--- src/rtl/hazard_pkg.sv ---
// Shared encodings for the hazard/forwarding controller: operand-source selects and wait FSM states.
// No logic here; types and constants only.
// No flow control of its own.
package hazard_pkg;

    localparam logic [1:0] FWD_IDEX = 2'b00;
    localparam logic [1:0] FWD_WB   = 2'b01;
    localparam logic [1:0] FWD_MEM  = 2'b10;

    typedef enum logic {
        ST_IDLE = 1'b0,
        ST_WAIT = 1'b1
    } mstate_t;

endpackage

--- src/rtl/sat_counter.sv ---
// Saturating up-counter for pipeline statistics.
// Count updates one cycle after inc; holds at all-ones instead of wrapping.
// Never stalls; inc is sampled every cycle.
module sat_counter #(
    parameter int W = 32
) (
    input  logic         clk,
    input  logic         reset,
    input  logic         inc,
    output logic [W-1:0] count
);

    always_ff @(posedge clk) begin
        if (reset) begin
            count <= '0;
        end else if (inc && (count != '1)) begin
            count <= count + W'(1);
        end
    end

endmodule

--- src/rtl/hazard_ctrl.sv ---
// Hazard, forwarding and memory-wait controller for the five-stage pipeline.
// Selects/enables/flushes are combinational (zero latency); busy, error and counters are registered.
// A memory not ready freezes every stage and bubbles MEM/WB until ready or timeout.
module hazard_ctrl
    import hazard_pkg::*;
#(
    parameter int RA_W        = 5,
    parameter int CNT_W       = 32,
    parameter int FORWARDING  = 1,
    parameter int MEM_TIMEOUT = 16
) (
    input  logic             clk,
    input  logic             reset,
    input  logic [RA_W-1:0]  id_rs,
    input  logic [RA_W-1:0]  id_rt,
    input  logic             id_use_rs,
    input  logic             id_use_rt,
    input  logic             id_jump,
    input  logic [RA_W-1:0]  ex_rs,
    input  logic [RA_W-1:0]  ex_rt,
    input  logic             ex_reg_write,
    input  logic             ex_mem_read,
    input  logic [RA_W-1:0]  ex_write_reg,
    input  logic             mem_reg_write,
    input  logic [RA_W-1:0]  mem_write_reg,
    input  logic             mem_access,
    input  logic             mem_ready,
    input  logic             mem_branch_taken,
    input  logic             wb_reg_write,
    input  logic [RA_W-1:0]  wb_write_reg,
    output logic [1:0]       fwd_a,
    output logic [1:0]       fwd_b,
    output logic             id_byp_a,
    output logic             id_byp_b,
    output logic             pc_en,
    output logic             if_id_en,
    output logic             id_ex_en,
    output logic             ex_mem_en,
    output logic             if_id_flush,
    output logic             id_ex_flush,
    output logic             ex_mem_flush,
    output logic             mem_wb_bubble,
    output logic             jump_allow,
    output logic             mem_busy,
    output logic             mem_error,
    output logic [CNT_W-1:0] stall_cnt,
    output logic [CNT_W-1:0] flush_cnt,
    output logic [CNT_W-1:0] wait_cnt
);

    localparam int TC_W = (MEM_TIMEOUT < 2) ? 1 : $clog2(MEM_TIMEOUT + 1);

    // A producer only counts if it writes a non-zero register the consumer actually reads.
    function automatic logic hit(input logic wr, input logic [RA_W-1:0] dst,
                                 input logic [RA_W-1:0] src, input logic use_src);
        return wr && (dst != '0) && (dst == src) && use_src;
    endfunction

    logic ex_hit_id, mem_hit_id, wb_hit_id;
    logic lu_stall, mwait;
    logic stall_inc, flush_inc;

    mstate_t         state;
    logic [TC_W-1:0] tcnt;

    assign ex_hit_id  = hit(ex_reg_write,  ex_write_reg,  id_rs, id_use_rs)
                      | hit(ex_reg_write,  ex_write_reg,  id_rt, id_use_rt);
    assign mem_hit_id = hit(mem_reg_write, mem_write_reg, id_rs, id_use_rs)
                      | hit(mem_reg_write, mem_write_reg, id_rt, id_use_rt);
    assign wb_hit_id  = hit(wb_reg_write,  wb_write_reg,  id_rs, id_use_rs)
                      | hit(wb_reg_write,  wb_write_reg,  id_rt, id_use_rt);

    assign lu_stall = (FORWARDING != 0) ? (ex_mem_read & ex_hit_id)
                                        : (ex_hit_id | mem_hit_id | wb_hit_id);

    // Once the timeout has fired the pipeline is let go; loaded data is garbage from then on.
    assign mwait = mem_access & ~mem_ready & ~mem_error;

    always_comb begin
        fwd_a    = FWD_IDEX;
        fwd_b    = FWD_IDEX;
        id_byp_a = 1'b0;
        id_byp_b = 1'b0;
        if (FORWARDING != 0) begin
            if (hit(mem_reg_write, mem_write_reg, ex_rs, 1'b1))
                fwd_a = FWD_MEM;
            else if (hit(wb_reg_write, wb_write_reg, ex_rs, 1'b1))
                fwd_a = FWD_WB;

            if (hit(mem_reg_write, mem_write_reg, ex_rt, 1'b1))
                fwd_b = FWD_MEM;
            else if (hit(wb_reg_write, wb_write_reg, ex_rt, 1'b1))
                fwd_b = FWD_WB;

            id_byp_a = hit(wb_reg_write, wb_write_reg, id_rs, id_use_rs);
            id_byp_b = hit(wb_reg_write, wb_write_reg, id_rt, id_use_rt);
        end
    end

    always_comb begin
        pc_en         = 1'b1;
        if_id_en      = 1'b1;
        id_ex_en      = 1'b1;
        ex_mem_en     = 1'b1;
        if_id_flush   = 1'b0;
        id_ex_flush   = 1'b0;
        ex_mem_flush  = 1'b0;
        mem_wb_bubble = 1'b0;
        jump_allow    = 1'b0;
        if (mwait) begin
            // Branch/jump requests stay parked in their stage registers until the wait ends.
            pc_en         = 1'b0;
            if_id_en      = 1'b0;
            id_ex_en      = 1'b0;
            ex_mem_en     = 1'b0;
            mem_wb_bubble = 1'b1;
        end else if (mem_branch_taken) begin
            if_id_flush  = 1'b1;
            id_ex_flush  = 1'b1;
            ex_mem_flush = 1'b1;
        end else if (lu_stall) begin
            pc_en       = 1'b0;
            if_id_en    = 1'b0;
            id_ex_flush = 1'b1;
        end else begin
            if_id_flush = id_jump;
            jump_allow  = 1'b1;
        end
    end

    always_ff @(posedge clk) begin
        if (reset) begin
            state     <= ST_IDLE;
            tcnt      <= '0;
            mem_error <= 1'b0;
        end else begin
            case (state)
                ST_IDLE: begin
                    if (mwait) begin
                        state <= ST_WAIT;
                        tcnt  <= TC_W'(1);
                    end
                end
                ST_WAIT: begin
                    // Ready on the timeout cycle wins: the access completed, no error.
                    if (mem_ready) begin
                        state <= ST_IDLE;
                    end else if (tcnt == TC_W'(MEM_TIMEOUT)) begin
                        state     <= ST_IDLE;
                        mem_error <= 1'b1;
                    end else begin
                        tcnt <= tcnt + TC_W'(1);
                    end
                end
                default: state <= ST_IDLE;
            endcase
        end
    end

    assign mem_busy = (state == ST_WAIT);

    assign stall_inc = lu_stall & ~mwait & ~mem_branch_taken;
    assign flush_inc = mem_branch_taken & ~mwait;

    sat_counter #(.W(CNT_W)) u_stall_cnt (
        .clk   (clk),
        .reset (reset),
        .inc   (stall_inc),
        .count (stall_cnt)
    );

    sat_counter #(.W(CNT_W)) u_flush_cnt (
        .clk   (clk),
        .reset (reset),
        .inc   (flush_inc),
        .count (flush_cnt)
    );

    sat_counter #(.W(CNT_W)) u_wait_cnt (
        .clk   (clk),
        .reset (reset),
        .inc   (mwait),
        .count (wait_cnt)
    );

endmodule

--- config.mk ---
export PLATFORM = sky130hd
export DESIGN_NAME = hazard_ctrl
export DESIGN_NICKNAME = d
export VERILOG_FILES = /design/src/rtl/hazard_pkg.sv /design/src/rtl/sat_counter.sv /design/src/rtl/hazard_ctrl.sv
export SDC_FILE = /design/constraint.sdc
export NUM_CORES = 1
export LEC_CHECK = 0
export CAP_MARGIN = 20
export CORE_MARGIN = 4
export CORE_UTILIZATION = 53
export CTS_BUF_LIST = sky130_fd_sc_hd__clkbuf_2 sky130_fd_sc_hd__clkbuf_4 sky130_fd_sc_hd__clkbuf_8
export CTS_CLUSTER_SIZE = 28
export DETAILED_ROUTE_END_ITERATION = 8
export PLACE_DENSITY = 0.92
export SYNTH_ARGS = -nofsm -noshare
export SYNTH_HDL_FRONTEND = slang
export SYNTH_SLANG_ARGS = --single-unit
--- constraint.sdc ---
create_clock -name clk -period 6 [get_ports clk]
set_input_delay 1.2 -clock clk [delete_from_list [all_inputs] [get_ports clk]]
set_output_delay 1.2 -clock clk [all_outputs]
set_load 0.01 [all_outputs]
==> results of run 1 <==
## state kept, by name (all words and copies together) (netlist names)
register / count
u_stall_cnt.count: 32
mem_error: 1
u_wait_cnt.count: 32
tcnt: 5
u_flush_cnt.count: 32
mem_busy: 1
## worst paths after layout
check        cells after the start  slack (ns)                     to
min                              2        0.52              mem_error
max reg2reg                      6        2.98  u_stall_cnt.count[30]
min reg2reg                      2        0.52              mem_error
max                              6        1.21               fwd_a[0]
## synth_stat cells, drive strengths merged, types with 3 or more instances
cell	n	area (um2)
nor3	20	110
or3	27	174
ha	5	62.6
and4	11	98.8
nor4	9	56.3
o31ai	9	67.6
a21oi	35	175
xor2	56	490
nor2b	3	18.8
xnor2	44	385
nor2	83	312
nand2	44	168
buf	17	133
nand4	36	244
inv	14	52.6
or4	16	124
clkbuf	18	68.8
or2	4	25.0
nand3	50	250
dfxtp	103	2060
o21ai	25	125
and3	14	92.6
## cells by family (layout without fill, tap and decap cells)
group,Yosys count,in the layout,synth area share
AND/OR/NAND/NOR,330,330,0.318
XOR/XNOR,100,100,0.156
AO/OA/AOI/OAI,82,82,0.0939
multiplexers,3,3,0.00559
flip-flops,103,103,0.368
adder cells (fa/ha/maj),5,5,0.0112
buffers and inverters,50,192,0.0461
## through the flow
stage                     cells  cell area (um2)  hold WS, ns   util  total power [mW]
after floorplan             673             5600        0.471      -             0.765
after global placement      935             7170        0.472  0.694             0.829
after detailed placement    935             7170        0.490  0.694             0.829
after CTS                   951             7370        0.514  0.714              1.27
after global routing        951             7370        0.541  0.714              1.31
final                       951             7370        0.517  0.714              1.27
## power groups by stage
stage / Sequential, mW / Clock [mW] / Combinational, mW
after floorplan: 0.706 / 0 / 0.0580
after global placement: 0.706 / 0 / 0.123
after detailed placement: 0.706 / 0 / 0.123
after CTS: 0.690 / 0.455 / 0.124
after global routing: 0.691 / 0.483 / 0.132
final: 0.691 / 0.451 / 0.124
## metal layers
metal | part of all wire | up-vias | global-route usage | wire (um)
met4 | 0.017 | 0 | 0.0706 | 285
met5 | 0 | - | 0 | 0
met1 | 0.42 | 2711 | 0.335 | 7220
met2 | 0.50 | 263 | 0.481 | 8610
li1 | - | 2652 | - | -
met3 | 0.060 | 27 | 0.0469 | 1030
## worst max-delay path, delay by kind of cell
family	cells	cell delay (ns)
AO/OA/AOI/OAI	1	0.14
AND/OR/NAND/NOR	3	1.00
buffers and inverters	2	1.25
## layout make-up
class	count	area, um2
Multi-Input combinational cell	520	3280
Inverter	15	56.3
Sequential cell	103	2060
Timing Repair Buffer	161	1600
Clock buffer	9	124
Tap cell	136	170
Fill cell	730	2950
Clock inverter	7	78.8
==> impl_metrics.env, run 1 <==
export IMPL_status="complete, no violations"
export IMPL_maxCapViolCount=0
export IMPL_cp_end_kind="output pin"
export IMPL_dp_hpwl_um=12900
export IMPL_clock_power_share=0.356
export IMPL_max_slew_margin=0.384
export IMPL_layout_commonest_cell="clkdlybuf4s50_1"
export IMPL_tightest_slew_ns=0.924
export IMPL_grt_ovfl_total=0
export IMPL_synthArstFlopShare=0
export IMPL_antenna_found_initial=0
export IMPL_yosysWarnings=0
export IMPL_io_pins=160
export IMPL_crit_fanout=5
export IMPL_place_congestion=0.984
export IMPL_final_net_count=862
export IMPL_die_y_um=111
export IMPL_syn_cell_area_um2=5600
export IMPL_synth_fp_nets=725
export IMPL_layout_common_cells="clkdlybuf4s50_1 (158), dfxtp_1 (103), nor2_1 (83)"
export IMPL_synth_edf_count=0
export IMPL_cts_inserted_buffers=9
export IMPL_critPathSlowestCell="clkdlybuf4s50_1"
export IMPL_crit_type="primary input to output pin"
export IMPL_hold_violations=0
export IMPL_avgRoutedWirePerCell_um=18.0
export IMPL_synth_seq_cells=103
export IMPL_drive_above_1_share=0.0491
export IMPL_ys_flop_type="dfxtp_1"
export IMPL_path_clk_slew_ns=0.10
export IMPL_first_global_vias=5341
export IMPL_drv_slew=0
export IMPL_hold_start="mem_error"
export IMPL_ys_seq_area_frac=0.368
export IMPL_crit_chain="clkdlybuf4s50_1 > or4_1 > o21ai_0 > or4_1 > nor4_1 > clkdlybuf4s50_1"
export IMPL_vias_per_cell=5.94
export IMPL_numClockSinks=103
export IMPL_first_pass_iters=5
export IMPL_fin_crit_sh=0.799
export IMPL_grt_pass1_wl_um=27400
export IMPL_switching_share=0.253
export IMPL_cp_data_arrival_time_ns=3.59
export IMPL_grt_max_degree=55
export IMPL_finalSetupViolCount=0
export IMPL_pwr_share_comb=0.098
export IMPL_powerDensity_nw_per_um2=172
export IMPL_required_ns=4.80
export IMPL_total_leakage_power_nw=2.39
export IMPL_diodes=0
export IMPL_sequentialPowerShare=0.546
export IMPL_vias=5653
export IMPL_placement_io_buffers=159
export IMPL_cts_repair_resized=0
export IMPL_die_x_um=111
export IMPL_grt_total_usage=0.270
export IMPL_syn_instance_count=673
export IMPL_critPathLaunchType="primary input"
export IMPL_clk_path_buf_depth=2
export IMPL_cts_tree="built"
export IMPL_htree_levels=3
export IMPL_place_ws_ns=1.25
export IMPL_p_int_uw=946
export IMPL_postRouteAntennaNets=0
export IMPL_fin_skew_ns=0.0107
export IMPL_first_iter_violations=473
export IMPL_crit_path_max_incr_delay_ns=0.64
export IMPL_fp_dieArea_um2=12300
export IMPL_cts_root_buf="clkbuf_8"
export IMPL_num_rows=37
export IMPL_clkLatencyLatePin_ns=0.38
export IMPL_initial_core_util=0.542
export IMPL_wl_um=17100
export IMPL_rsz0062_at_grt="false"
export IMPL_synth_avg_cell_area_um2=8.32
export IMPL_core_um2=10300
export IMPL_switchingPower_uw=320
export IMPL_drc_errors=0
export IMPL_setup_ws_ns=1.21
export IMPL_synth_distinct_cells=57
export IMPL_syn_to_final_growth_pct=31.7
export IMPL_fmax_ghz=0.209
export IMPL_critPathLaunch="wb_write_reg[4]"
export IMPL_fin_crit_ns=4.79
export IMPL_setup_tns_final_ns=0
export IMPL_rr_startpoint="mem_error"
export IMPL_hold_path_class="flip-flop to flip-flop"
export IMPL_postCtsSetupRepairBufs=0
export IMPL_cts_hold_buf=0
export IMPL_irDropWorstVdd_v=0.000176
No activity file was read; power rests on OpenSTA's default activity.
==> run 2: changes to the inputs <==
--- a/config.mk
+++ b/config.mk
@@ -7,11 +7,11 @@
 export LEC_CHECK = 0
 export CAP_MARGIN = 20
 export CORE_MARGIN = 4
-export CORE_UTILIZATION = 53
+export CORE_UTILIZATION = 45
 export CTS_BUF_LIST = sky130_fd_sc_hd__clkbuf_2 sky130_fd_sc_hd__clkbuf_4 sky130_fd_sc_hd__clkbuf_8
 export CTS_CLUSTER_SIZE = 28
 export DETAILED_ROUTE_END_ITERATION = 8
-export PLACE_DENSITY = 0.92
+export PLACE_DENSITY = 0.83
 export SYNTH_ARGS = -nofsm -noshare
 export SYNTH_HDL_FRONTEND = slang
 export SYNTH_SLANG_ARGS = --single-unit
==> constraint.sdc (replaced) <==
create_clock -name clk -period 3.9 [get_ports clk]
set_input_delay 0.78 -clock clk [delete_from_list [all_inputs] [get_ports clk]]
set_output_delay 0.78 -clock clk [all_outputs]
set_load 0.01 [all_outputs]
==> run 2 against run 1 <==
Against the previous run: sequential cell count did not move; non-clock buffer count rose by 18; sequential share of layout area fell by 0.89 points; clock skew fell by 0.0012 ns; register-to-register slack got worse by 1.8 ns; worst hold slack got worse by 0.015 ns; wire length fell by 10%; final area rose by 3.3%; sequential power rose by 53%; clock power rose by 84%; combinational power rose by 60%; critical path depth did not move.
==> impl_metrics.env, run 2 (synthesized netlist as in run 1, its figures left out) <==
export IMPL_first_pass_iters=5
export IMPL_fmax_ghz=0.268
export IMPL_vias_per_cell=5.47
export IMPL_first_global_vias=5100
export IMPL_drc_errors=0
export IMPL_crit_type="primary input to output pin"
export IMPL_drive_above_1_share=0.0708
export IMPL_die_x_um=120
export IMPL_cp_end_kind="output pin"
export IMPL_dp_hpwl_um=11200
export IMPL_sequentialPowerShare=0.508
export IMPL_pwr_share_comb=0.095
export IMPL_critPathLaunchType="primary input"
export IMPL_hold_path_class="flip-flop to flip-flop"
export IMPL_required_ns=3.12
export IMPL_avgRoutedWirePerCell_um=15.4
export IMPL_die_y_um=120
export IMPL_grt_ovfl_total=0
export IMPL_syn_to_final_growth_pct=36.0
export IMPL_fin_skew_ns=0.00948
export IMPL_reg_top3="u_flush_cnt.count x32, u_stall_cnt.count x32, u_wait_cnt.count x32"
export IMPL_core_um2=12100
export IMPL_clkLatencyLatePin_ns=0.38
export IMPL_p_int_mw=1.61
export IMPL_path_clk_slew_ns=0.09
export IMPL_antenna_found_initial=0
export IMPL_irDropWorstVdd_v=0.000221
export IMPL_placement_io_buffers=159
export IMPL_io_pins=160
export IMPL_final_net_count=880
export IMPL_tightest_slew_ns=0.971
export IMPL_initial_core_util=0.462
export IMPL_final_util=0.628
export IMPL_status="complete, no violations"
export IMPL_num_rows=40
export IMPL_drv_slew=0
export IMPL_vias=5477
export IMPL_grt_total_usage=0.210
export IMPL_layout_common_cells="clkdlybuf4s50_1 (154), dfxtp_1 (103), nor2_1 (83)"
export IMPL_clk_path_buf_depth=2
export IMPL_rsz0062_at_grt="false"
export IMPL_place_congestion=0.927
export IMPL_fp_dieArea_um2=14300
export IMPL_cts_hold_buf=0
export IMPL_cp_data_arrival_time_ns=2.95
export IMPL_cts_tree="built"
export IMPL_fin_crit_sh=0.956
export IMPL_critPathSlowestCell="clkdlybuf4s50_1"
export IMPL_total_leakage_power_nw=2.55
export IMPL_first_iter_violations=332
export IMPL_crit_fanout=3
export IMPL_grt_pass1_wl_um=24900
export IMPL_max_slew_margin=0.351
export IMPL_switching_share=0.227
export IMPL_hold_violations=0
export IMPL_cts_root_buf="clkbuf_8"
export IMPL_finalSetupViolCount=0
export IMPL_crit_chain="clkdlybuf4s50_1 > or4_1 > o21ai_1 > nor4_1 > nor4_1 > clkdlybuf4s50_1"
export IMPL_placed_cells=984
export IMPL_layout_commonest_cell="clkdlybuf4s50_1"
export IMPL_clock_power_share=0.397
export IMPL_cts_inserted_buffers=9
export IMPL_crit_path_max_incr_delay_ns=0.59
export IMPL_instances_no_fill=1001
export IMPL_setup_ws_ns=0.170
export IMPL_postRouteAntennaNets=0
export IMPL_numClockSinks=103
export IMPL_diodes=0
export IMPL_grt_max_degree=87
export IMPL_place_ws_ns=0.119
export IMPL_htree_levels=3
export IMPL_fin_crit_ns=3.73
export IMPL_maxCapViolCount=0
export IMPL_setup_tns_final_ns=0
export IMPL_switchingPower_uw=475
export IMPL_wl_um=15400
export IMPL_powerDensity_nw_per_um2=274
-- run 2: critical path: cells and delay by family --
family,cells,cell delay [ns]
AND/OR/NAND/NOR,3,0.92
AO/OA/AOI/OAI,1,0.18
buffers and inverters,2,1.07
-- run 2: power by group through the flow --
| stage | clock network [mW] | registers (mW) | logic, mW |
|---|---|---|---|
| 2_1_floorplan | 0 | 1.09 | 0.0892 |
| 4_1_cts | 0.853 | 1.06 | 0.198 |
| 3_3_place_gp | 0 | 1.09 | 0.196 |
| 5_1_grt | 0.883 | 1.06 | 0.215 |
| 6_report | 0.828 | 1.06 | 0.199 |
| 3_5_place_dp | 0 | 1.09 | 0.198 |
-- run 2: metal layers --
metal,GRT usage,part of all wire
met1,0.271,0.45
met2,0.336,0.46
met3,0.0504,0.068
met4,0.0909,0.023
met5,0,0
-- run 2: metrics by stage --
| step | total power [mW] | hold slack, ns | instance area, um2 |
|---|---|---|---|
| detailed placement | 1.28 | 0.493 | 7340 |
| global placement | 1.28 | 0.485 | 7340 |
| CTS | 2.11 | 0.507 | 7590 |
| finish | 2.09 | 0.502 | 7610 |
| global route | 2.16 | 0.537 | 7610 |
| floorplan | 1.18 | 0.471 | 5600 |
-- run 2: timing repair --
action / 4_1_cts / 5_1_grt
endpoints found under the setup margin: 0 / 6
buffers inserted: 0 / 1
gates resized for setup: 0 / 6
-- run 2: path summary, 6_finish.rpt --
kind	depth (start not counted)	endpoint	slack, ns	startpoint
max	6	fwd_a[0]	0.17	mem_write_reg[3]
min	2	u_wait_cnt.count[27]	0.50	u_wait_cnt.count[27]
max reg2reg	7	u_stall_cnt.count[1]	1.14	u_stall_cnt.count[0]
min reg2reg	2	u_wait_cnt.count[27]	0.50	u_wait_cnt.count[27]
-- run 2: area by class of cell --
class                      instances  area (um2)
fill                            1044        4500
multi-input combinational        520        3280
sequential                       103        2060
timing repair buffer             179        1750
tap                              168         210
clock buffer                      11         145
clock inverter                     5         104
inverter                          15        56.3
==> run 3: changes to the inputs <==
--- a/config.mk
+++ b/config.mk
@@ -9,7 +9,7 @@
 export CORE_MARGIN = 4
 export CORE_UTILIZATION = 45
 export CTS_BUF_LIST = sky130_fd_sc_hd__clkbuf_2 sky130_fd_sc_hd__clkbuf_4 sky130_fd_sc_hd__clkbuf_8
-export CTS_CLUSTER_SIZE = 28
+export CTS_CLUSTER_SIZE = 8
 export DETAILED_ROUTE_END_ITERATION = 8
 export PLACE_DENSITY = 0.83
 export SYNTH_ARGS = -nofsm -noshare
==> results of run 3 <==
No change in the layout: final DEF, timing and power equal those of run 2.
